<file path="config.mk">
export PLATFORM = sky130hd
export DESIGN_NAME = den1_src_reader
export DESIGN_NICKNAME = d
export VERILOG_FILES = /design/src/rtl/den1_src_reader.sv
export SDC_FILE = /design/constraint.sdc
export NUM_CORES = 1
export LEC_CHECK = 0
export ABC_AREA = 0
export BUFFER_PORTS_ARGS = -buffer_cell sky130_fd_sc_hd__buf_2
export CAP_MARGIN = 10
export CORE_ASPECT_RATIO = 0.5
export CORE_UTILIZATION = 40
export DETAILED_ROUTE_END_ITERATION = 7
export GPL_TIMING_DRIVEN = 0
export HOLD_SLACK_MARGIN = 0.06
export SYNTH_ARGS = -nofsm -noshare
export SYNTH_HDL_FRONTEND = slang
export SYNTH_SLANG_ARGS = --single-unit
</file>
<file path="constraint.sdc">
create_clock -name clk -period 2.8 [get_ports clk]
set_input_delay 0.28 -clock clk [delete_from_list [all_inputs] [get_ports clk]]
set_output_delay 0.28 -clock clk [all_outputs]
set_load 0.01 [all_outputs]
</file>
<file path="src/rtl/den1_src_reader.sv">
// den1_src_reader
//   Read-side sequencer for the denoise stage-1 source buffer. A start pulse
//   in IDLE launches a run of row_count rows beginning at base_addr, with the
//   row address wrapping from DEPTH-1 back to 0. Each row is read through the
//   buffer's combinational read port, captured into a shift register and then
//   streamed one sample per valid/ready handshake.
//
// Ports
//   clk, rst          single clock, synchronous active-high reset
//   start             run request, only honoured in IDLE
//   base_addr         first row of the run (sampled with start)
//   row_count         number of rows in the run (sampled with start)
//   rd_addr           registered row address to the buffer read port
//   row_data          buffer row at rd_addr; sample k at [k*DATA_WIDTH +: DATA_WIDTH]
//   dout/dout_valid/dout_ready   sample stream to the denoise engine
//   dout_row_last     current sample is the last one of its row
//   dout_frame_last   current sample is the last one of the run
//   busy              run in progress (FETCH or SHIFT)
//   done              one-cycle pulse at run end
//   err               one-cycle pulse with done when the request was illegal
module den1_src_reader #(
  parameter int DEPTH      = 16,
  parameter int DATA_WIDTH = 16,
  parameter int LENGTH     = 25,
  parameter int ADDR_WIDTH = 8
) (
  input  logic                         clk,
  input  logic                         rst,
  input  logic                         start,
  input  logic [ADDR_WIDTH-1:0]        base_addr,
  input  logic [ADDR_WIDTH-1:0]        row_count,
  output logic [ADDR_WIDTH-1:0]        rd_addr,
  input  logic [DATA_WIDTH*LENGTH-1:0] row_data,
  output logic [DATA_WIDTH-1:0]        dout,
  output logic                         dout_valid,
  input  logic                         dout_ready,
  output logic                         dout_row_last,
  output logic                         dout_frame_last,
  output logic                         busy,
  output logic                         done,
  output logic                         err
);

  localparam int IDX_W = $clog2(LENGTH + 1);
  localparam int ROW_W = DATA_WIDTH * LENGTH;
  localparam int CNT_W = ADDR_WIDTH + 1;

  typedef enum logic [1:0] {
    S_IDLE  = 2'd0,
    S_FETCH = 2'd1,
    S_SHIFT = 2'd2,
    S_DONE  = 2'd3
  } state_t;

  state_t                state;
  state_t                state_nxt;
  logic [ROW_W-1:0]      shreg;
  logic [IDX_W-1:0]      smp_idx;
  logic [ADDR_WIDTH-1:0] row_idx;
  logic [ADDR_WIDTH-1:0] rows_q;
  logic                  err_q;

  logic req_ok;
  logic xfer;
  logic last_smp;
  logic last_row;

  // Compared one bit wider so that DEPTH == 2**ADDR_WIDTH still works.
  assign req_ok   = (row_count != '0) &&
                    ({1'b0, row_count} <= CNT_W'(DEPTH)) &&
                    ({1'b0, base_addr} <  CNT_W'(DEPTH));
  assign xfer     = (state == S_SHIFT) && dout_ready;
  assign last_smp = (smp_idx == IDX_W'(LENGTH - 1));
  assign last_row = (row_idx == rows_q - ADDR_WIDTH'(1));

  // State register
  always_ff @(posedge clk) begin
    if (rst) state <= S_IDLE;
    else     state <= state_nxt;
  end

  // Next-state logic
  always_comb begin
    state_nxt = state;
    unique case (state)
      S_IDLE:  if (start) state_nxt = req_ok ? S_FETCH : S_DONE;
      S_FETCH: state_nxt = S_SHIFT;
      S_SHIFT: if (xfer && last_smp) state_nxt = last_row ? S_DONE : S_FETCH;
      S_DONE:  state_nxt = S_IDLE;
      default: state_nxt = S_IDLE;
    endcase
  end

  // Address, capture and counters
  always_ff @(posedge clk) begin
    if (rst) begin
      rd_addr <= '0;
      shreg   <= '0;
      smp_idx <= '0;
      row_idx <= '0;
      rows_q  <= '0;
      err_q   <= 1'b0;
    end else begin
      unique case (state)
        S_IDLE: begin
          if (start) begin
            if (req_ok) begin
              rd_addr <= base_addr;
              rows_q  <= row_count;
              row_idx <= '0;
              smp_idx <= '0;
              err_q   <= 1'b0;
            end else begin
              err_q   <= 1'b1;
            end
          end
        end
        S_FETCH: begin
          shreg   <= row_data;
          smp_idx <= '0;
        end
        S_SHIFT: begin
          if (xfer) begin
            // Zero fill keeps dout at 0 once the row has been drained.
            shreg   <= shreg >> DATA_WIDTH;
            smp_idx <= smp_idx + IDX_W'(1);
            if (last_smp && !last_row) begin
              rd_addr <= (rd_addr == ADDR_WIDTH'(DEPTH - 1)) ? '0
                                                             : rd_addr + ADDR_WIDTH'(1);
              row_idx <= row_idx + ADDR_WIDTH'(1);
            end
          end
        end
        default: ;
      endcase
    end
  end

  // Outputs
  always_comb begin
    dout_valid      = (state == S_SHIFT);
    dout            = dout_valid ? shreg[DATA_WIDTH-1:0] : '0;
    dout_row_last   = dout_valid && last_smp;
    dout_frame_last = dout_valid && last_smp && last_row;
    busy            = (state == S_FETCH) || (state == S_SHIFT);
    done            = (state == S_DONE);
    err             = (state == S_DONE) && err_q;
  end

endmodule
</file>
==> results_dict.tcl, run 1 <==
set metrics [dict create \
    final_nets 2997 \
    post_synth_inst_count 2029 \
    preCtsSetupSlack_ns -0.334 \
    cts-root-to-sink-buffers 3 \
    start_kind "flip-flop" \
    cp_data_required_time_ns 2.52 \
    floorplan.rows 56 \
    clock_sinks 432 \
    floorplan.die.height_microns 157 \
    mappedNetlistArea_sq_um 19200 \
    final.fill_count 4503 \
    synth_flop_cell "sky130_fd_sc_hd__dfxtp_1" \
    worst_path_max_delay_cell "sky130_fd_sc_hd__dfxtp_4" \
    dp_cells 3116 \
    pin_count_of_the_biggest_net_entering_global_routing 15 \
    period_share_pct 96.3 \
    syn2layout_area_growth_pct 26.4 \
    clk_pin_slew_worst_paths_ns 0.07 \
    worst_ep_arrival_time_ns 2.42 \
    initial_utilization_pct 40.8 \
    post_detail_place_hpwl_microns 46700 \
    track_usage_pct 23.8 \
    maximum_vdd_drop_mv 0.407 \
    fin_worst_skew_ns 0.0179 \
    route.vias.total 16781 \
    maxCapViolations 0 \
    worst-slew-pin-transition_ns 0.947 \
    global_route_wire_length_before_repair_microns 92300 \
    detailedRoute.firstIterationViolations 932 \
    routed_wirelength_microns 61000 \
    top_delay_family_on_crit_path "compound AO/OA/AOI/OAI gates" \
    ant_nets 0 \
    fraction_of_final_layout_cells_with_drive_strength_greater_than_1_pct 23.3 \
    antenna_found_initial 7 \
    p_sw_share_pct 39.5 \
    insertion_delay_ns 0.55 \
    pwr-share-comb_pct 42.3 \
    firstDrtPassIters 5 \
    outcome "complete, no violations" \
    power.leakage_nw 9.33 \
    cts_tree "done" \
    clk_root_buffer_cell "sky130_fd_sc_hd__clkbuf_16" \
    tns_ns 0 \
    final_common_cell "sky130_fd_sc_hd__buf_2" \
    share_seq_of_total_power_pct 36.6 \
    slew_headroom_pct 36.3 \
    design.die.area_sq_um 49100 \
    critical-path-top-cell-by-count "sky130_fd_sc_hd__buf_6" \
    layoutNonFillerInstCount 3245 \
    timing.fmax_ghz 0.371 \
    internal-power_mw 17.4 \
    final_critical_path_setup_slack_ns 0.103 \
    crit_chain "inv_1 -> ha_4 -> o21bai_4 -> a211oi_2 -> o21ai_2 -> a211oi_4 -> buf_6 -> and2_1 -> buf_6" \
    synthDistinctLibCells 62 \
    first_global_vias 16499 \
    synth_enable_flop_cells 0 \
    timing_hold_violations_final 0 \
    clkPwrFrac_pct 21.2 \
    critPathCaptureType "output pin" \
    post_synthesis_area_per_instance_sq_um 9.49 \
    path_buf_inv 3 \
    synth_async_sr_flop_share_pct 0 \
    port-buffer-count 449 \
    warnings_from_yosys 0 \
    most-common-layout-cells "471 x sky130_fd_sc_hd__buf_2, 430 x sky130_fd_sc_hd__dfxtp_1, 419 x sky130_fd_sc_hd__nor2_1" \
    p_switching_mw 11.4 \
    timing.critical_path.slowest_cell_delay_ns 0.39 \
    boundary_pins 450 \
    slew_viol_final 0 \
    place_congestion 0.857 \
    pwr_density_cell_nw_per_um2 1180 \
    post_drt_wl_per_cell_microns 18.8 \
    hold_path_class "in -> reg" \
    final_period_minus_worst_setup_slack_ns 2.70 \
    via_density_per_instance 5.17 \
    worstSetupPathType "reg -> out" \
    cts_htree_levels 2 \
    timing.critical_path.fanout_max 6 \
    number_of_cts_inserted_buffers 42 \
    detail_route.drc_violations 0 \
    postLayoutCoreUtil_pct 51.6 \
    syn-num-nets 2459 \
    finalSetupViolCount 0 \
    ys_ff_latch 432 \
    overflow 0 \
    sequential_cell_area_fraction_in_the_yosys_report_pct 44.9 \
    core-area_sq_um 47200 \
    die_width_microns 312 \
]
[worst paths after layout]
path / from / to / slack, ns / cells after the start
setup / recovery: rows_q[1]$_SDFFE_PP0P_ / dout_frame_last / 0.10 / 9
hold / removal: row_data[309] / shreg[309]$_SDFFE_PP0P_ / 0.08 / 3
setup reg to reg: state[0]$_SDFFE_PP0P_ / shreg[27]$_SDFFE_PP0P_ / 0.16 / 10
hold reg to reg: rows_q[7]$_SDFFE_PP0P_ / rows_q[7]$_SDFFE_PP0P_ / 0.49 / 1
[power by group through the flow]
stage | Combinational, mW | Clock [mW] | Sequential [mW]
final | 12.2 | 6.10 | 10.5
after global routing | 13.6 | 6.50 | 10.8
after CTS | 12.2 | 6.24 | 10.5
after detailed placement | 12.0 | 0 | 10.6
after global placement | 11.9 | 0 | 10.6
after floorplan | 9.24 | 0 | 9.98
[sequential cells by signal, indices dropped and copies added, names as in the netlist]
name     flops
shreg      400
rd_addr      8
err_q        1
state        2
rows_q       8
smp_idx      5
row_idx      8
[per-stage QoR]
stage               total power, mW  hold slack [ns]  area [sq um]
floorplan                      19.2            0.427         19200
global placement               22.5            0.473         22300
detailed placement             22.7            0.470         22300
CTS                            28.9           0.0602         24200
global route                   30.9           0.0677         24300
finish                         28.8           0.0811         24300
[cells in the mapped netlist, drive strengths merged, types with 2 or more instances]
| master | count | area (sq um) |
|---|---|---|
| nand2b | 2 | 12.5 |
| o32ai | 6 | 67.6 |
| nand2 | 14 | 52.6 |
| and3 | 6 | 37.5 |
| nand3 | 13 | 65.1 |
| a21o | 2 | 15.0 |
| nor3 | 10 | 61.3 |
| inv | 15 | 56.3 |
| a211oi | 390 | 2940 |
| and2 | 24 | 150 |
| mux2i | 390 | 3900 |
| xnor2 | 5 | 43.8 |
| buf | 54 | 243 |
| ha | 10 | 125 |
| a311oi | 2 | 23.8 |
| nor2b | 3 | 18.8 |
| o311ai | 3 | 26.3 |
| dfxtp | 432 | 8650 |
| or2 | 3 | 21.3 |
| nor3b | 2 | 15.0 |
| nor2 | 419 | 1570 |
| o21ai | 6 | 33.8 |
| or3 | 5 | 31.3 |
| a21oi | 22 | 110 |
| a41oi | 2 | 25.0 |
| clkbuf | 137 | 515 |
| xor2 | 5 | 43.8 |
| nor4 | 3 | 33.8 |
| o31ai | 10 | 80.1 |
| a22oi | 16 | 120 |
[area by class of cell]
| cell class | instances | area, sq um | area share, % |
|---|---|---|---|
| Clock inverter | 9 | 148 | 0.607 |
| Multi-Input combinational cell | 1391 | 9830 | 40.4 |
| Clock buffer | 67 | 1330 | 5.46 |
| Sequential cell | 432 | 8650 | 35.6 |
| Inverter | 15 | 56.3 | 0.231 |
| Antenna cell | 8 | 20.0 | 0.0822 |
| Buffer | 190 | 810 | 3.33 |
| Timing Repair Buffer | 495 | 2690 | 11.1 |
| Tap cell | 638 | 798 | 3.28 |
[worst reg2reg max path, cell delays in order, from the launching register on]
cell and delay, ns:
sky130_fd_sc_hd__dfxtp_1 0.38, sky130_fd_sc_hd__inv_2 0.07, sky130_fd_sc_hd__ha_1 0.22, sky130_fd_sc_hd__buf_4 0.17
sky130_fd_sc_hd__nor2b_1 0.10, sky130_fd_sc_hd__buf_2 0.21, sky130_fd_sc_hd__a21o_2 0.21, sky130_fd_sc_hd__buf_6 0.23
sky130_fd_sc_hd__clkbuf_2 0.35, sky130_fd_sc_hd__clkbuf_1 0.40, sky130_fd_sc_hd__a211oi_1 0.15
[logic make-up (layout without fill, tap and decap cells)]
| logic type | Yosys count | after routing | share of synthesized area [%] |
|---|---|---|---|
| AO/OA/AOI/OAI | 470 | 470 | 18.4 |
| XOR/XNOR | 10 | 10 | 0.455 |
| adder cells (fa/ha/maj) | 10 | 10 | 0.650 |
| buffers and inverters | 206 | 776 | 4.23 |
| flip-flops | 432 | 432 | 44.9 |
| multiplexers | 390 | 390 | 20.3 |
| other | 0 | 8 | 0 |
| AND/OR/NAND/NOR | 511 | 511 | 11.1 |
[layer usage]
metal  track usage [%]  vias to the layer above  wire length [microns]
met1              31.1                     7908                  27600
met3              3.12                       84                   2100
met4              6.89                        0                   1330
met2              41.0                      321                  29900
met5                 0                        -                      0
li1                  -                     8468                      -
[repair_timing]
| item | in CTS | in global routing |
|---|---|---|
| setup buffers | 3 | 6 |
| pin swaps | 3 | 5 |
| gates resized for setup | 19 | 51 |
| hold buffers | 37 | 0 |
| gates cloned | 0 | 0 |
| endpoints found under the hold margin | 37 | 0 |
| setup endpoints to repair | 391 | 382 |
Note: power is estimated with default switching activity, not from simulation.
==> run 2: changes to the inputs <==
--- a/config.mk
+++ b/config.mk
@@ -6,11 +6,11 @@
 export NUM_CORES = 1
 export LEC_CHECK = 0
 export ABC_AREA = 0
-export BUFFER_PORTS_ARGS = -buffer_cell sky130_fd_sc_hd__buf_2
-export CAP_MARGIN = 10
+export CAP_MARGIN = 0
 export CORE_ASPECT_RATIO = 0.5
 export CORE_UTILIZATION = 40
 export DETAILED_ROUTE_END_ITERATION = 7
+export DONT_BUFFER_PORTS = 1
 export GPL_TIMING_DRIVEN = 0
 export HOLD_SLACK_MARGIN = 0.06
 export SYNTH_ARGS = -nofsm -noshare
==> run 2 against run 1 <==
Sequential power about the same. Clock skew decreased by 0.0045 ns. Largest cell class unchanged. Sequential share of layout area shrank 1.6 points.
==> results_dict.tcl, run 2 (synthesis results as in run 1) <==
set metrics [dict create \
    outcome "complete, no violations" \
    m1WireLength_microns 27500 \
    hold_end "shreg[346]$_SDFFE_PP0P_" \
    placed_cell_area_sq_um 20000 \
    worst-r2r-cell-count 8 \
    cts-root-to-sink-buffers 3 \
    place_congestion 0.880 \
    track_usage_pct 24.2 \
    cts_htree_levels 2 \
    floorplan.die.height_microns 157 \
    pwr_density_cell_nw_per_um2 1130 \
    postLayoutCoreUtil_pct 54.1 \
    worst-slew-pin-transition_ns 0.996 \
    fin_worst_skew_ns 0.0134 \
    port-buffer-count 0 \
    power.leakage_nw 9.00 \
    syn2layout_area_growth_pct 32.5 \
    r2r_slack_ns 0.13 \
    tns_ns 0 \
    slew_headroom_pct 33.1 \
    post_drt_wl_per_cell_microns 19.8 \
    largest_reg_flops 400 \
    initial_utilization_pct 40.8 \
    cts_tree "done" \
    worstReg2RegStart "state[0]$_SDFFE_PP0P_" \
    maximum_vdd_drop_mv 0.517 \
    first_global_vias 17051 \
    timing.critical_path.fanout_max 10 \
    worst_ep_arrival_time_ns 3.09 \
    routed_wirelength_microns 62100 \
    met2WireLength_microns 30600 \
    start_kind "flip-flop" \
    slew_viol_final 0 \
    top_layer_used "met4" \
    design.die.area_sq_um 49100 \
    top_register "shreg" \
    maxCapViolations 0 \
    die_width_microns 312 \
    overflow 0 \
    final_common_cell "sky130_fd_sc_hd__dfxtp_1" \
    final.fill_count 4213 \
    worst_min_path_start "row_data[346]" \
    detailedRoute.firstIterationViolations 994 \
    critPathCaptureType "flip-flop" \
    most-common-layout-cells "429 x sky130_fd_sc_hd__dfxtp_1, 419 x sky130_fd_sc_hd__nor2_1, 392 x sky130_fd_sc_hd__dlygate4sd3_1" \
    finish.instance_area_sq_um 25500 \
    pin_count_of_the_biggest_net_entering_global_routing 16 \
    ant_nets 0 \
    cp_data_required_time_ns 3.21 \
    detailroute.wirelength.met3_microns 2390 \
    firstDrtPassIters 6 \
    boundary_pins 450 \
    final_period_minus_worst_setup_slack_ns 2.67 \
    core-area_sq_um 47200 \
    detail_route.drc_violations 0 \
    timing.fmax_ghz 0.374 \
    number_of_cts_inserted_buffers 41 \
    crit-reg2reg-capture "shreg[349]$_SDFFE_PP0P_" \
    via_density_per_instance 5.38 \
    clk_pin_slew_worst_paths_ns 0.07 \
    worst_hold_path.num_cells 2 \
    global_route_wire_length_before_repair_microns 95300 \
    worstSetupPathType "reg -> reg" \
    timing_hold_violations_final 0 \
    post_detail_place_hpwl_microns 44700 \
    period_share_pct 95.5 \
    finalSetupViolCount 0 \
    fraction_of_final_layout_cells_with_drive_strength_greater_than_1_pct 6.77 \
    hold_path_class "in -> reg" \
    antenna_found_initial 4 \
    clock_sinks 432 \
    route.vias.total 16907 \
    floorplan.rows 56 \
    insertion_delay_ns 0.56 \
    clk_root_buffer_cell "sky130_fd_sc_hd__clkbuf_16" \
    final_nets 2898 \
]
[run 2: repair_timing]
item / in CTS / in global routing
resized for setup: 24 / 85
pin swaps: 2 / 4
setup buffers: 3 / 2
setup endpoints to repair: 391 / 319
hold buffers: 391 / 1
hold endpoints to repair: 393 / 1
[run 2: per-layer routing]
layer	GRT usage [%]	vias to the layer above
li1	-	8285
met1	31.1	8107
met2	41.8	385
met3	3.83	130
met4	7.19	0
met5	0	-
[run 2: area by class of cell]
class                      count  area, sq um  share of cell area (%)
antenna                        7         17.5                  0.0687
buffer                       190          840                    3.29
clock buffer                  61         1190                    4.68
clock inverter                12          150                   0.589
inverter                      15         56.3                   0.221
multi-input combinational   1391         9840                    38.6
sequential                   432         8650                    33.9
tap                          638          798                    3.13
timing repair buffer         397         3960                    15.5
[run 2: through the flow]
| step | instances | hold WS (ns) | total power [mW] | setup WS, ns |
|---|---|---|---|---|
| 2_1_floorplan | 2029 | 0.427 | 19.2 | 0.491 |
| 3_3_place_gp | 2667 | 0.433 | 22.1 | -0.481 |
| 3_5_place_dp | 2667 | 0.437 | 22.3 | -0.457 |
| 4_1_cts | 3133 | 0.0608 | 28.6 | 0.00605 |
| 5_1_grt | 3139 | 0.0697 | 30.8 | -0.00988 |
| 6_report | 3143 | 0.0764 | 28.9 | 0.127 |
[run 2: critical path: stages, from the launching register on]
cell and delay (ns):
sky130_fd_sc_hd__dfxtp_1 0.34, sky130_fd_sc_hd__inv_2 0.11, sky130_fd_sc_hd__ha_4 0.17, sky130_fd_sc_hd__buf_4 0.15, sky130_fd_sc_hd__buf_2 0.28, sky130_fd_sc_hd__buf_2 0.35
sky130_fd_sc_hd__buf_1 0.61, sky130_fd_sc_hd__mux2i_1 0.39, sky130_fd_sc_hd__a211oi_1 0.12
[run 2: power by group]
part | internal [mW] | switching (mW) | leakage [nW]
registers | 8.89 | 1.74 | 3.56
clock network | 3.25 | 2.52 | 0.661
logic | 5.07 | 7.39 | 4.78
total | 17.2 | 11.7 | 9.00
[run 2: worst max path at each step]
stage / to / start / slack, ns
6_report: shreg[349]$_SDFFE_PP0P_ / state[0]$_SDFFE_PP0P_ / 0.13
4_1_cts: dout_frame_last / rows_q[0]$_SDFFE_PP0P_ / 0.006
3_3_place_gp: shreg[378]$_SDFFE_PP0P_ / state[0]$_SDFFE_PP0P_ / -0.48
2_1_floorplan: dout_frame_last / rows_q[0]$_SDFFE_PP0P_ / 0.49
5_1_grt: shreg[109]$_SDFFE_PP0P_ / state[0]$_SDFFE_PP0P_ / -0.01
3_5_place_dp: shreg[380]$_SDFFE_PP0P_ / state[0]$_SDFFE_PP0P_ / -0.46
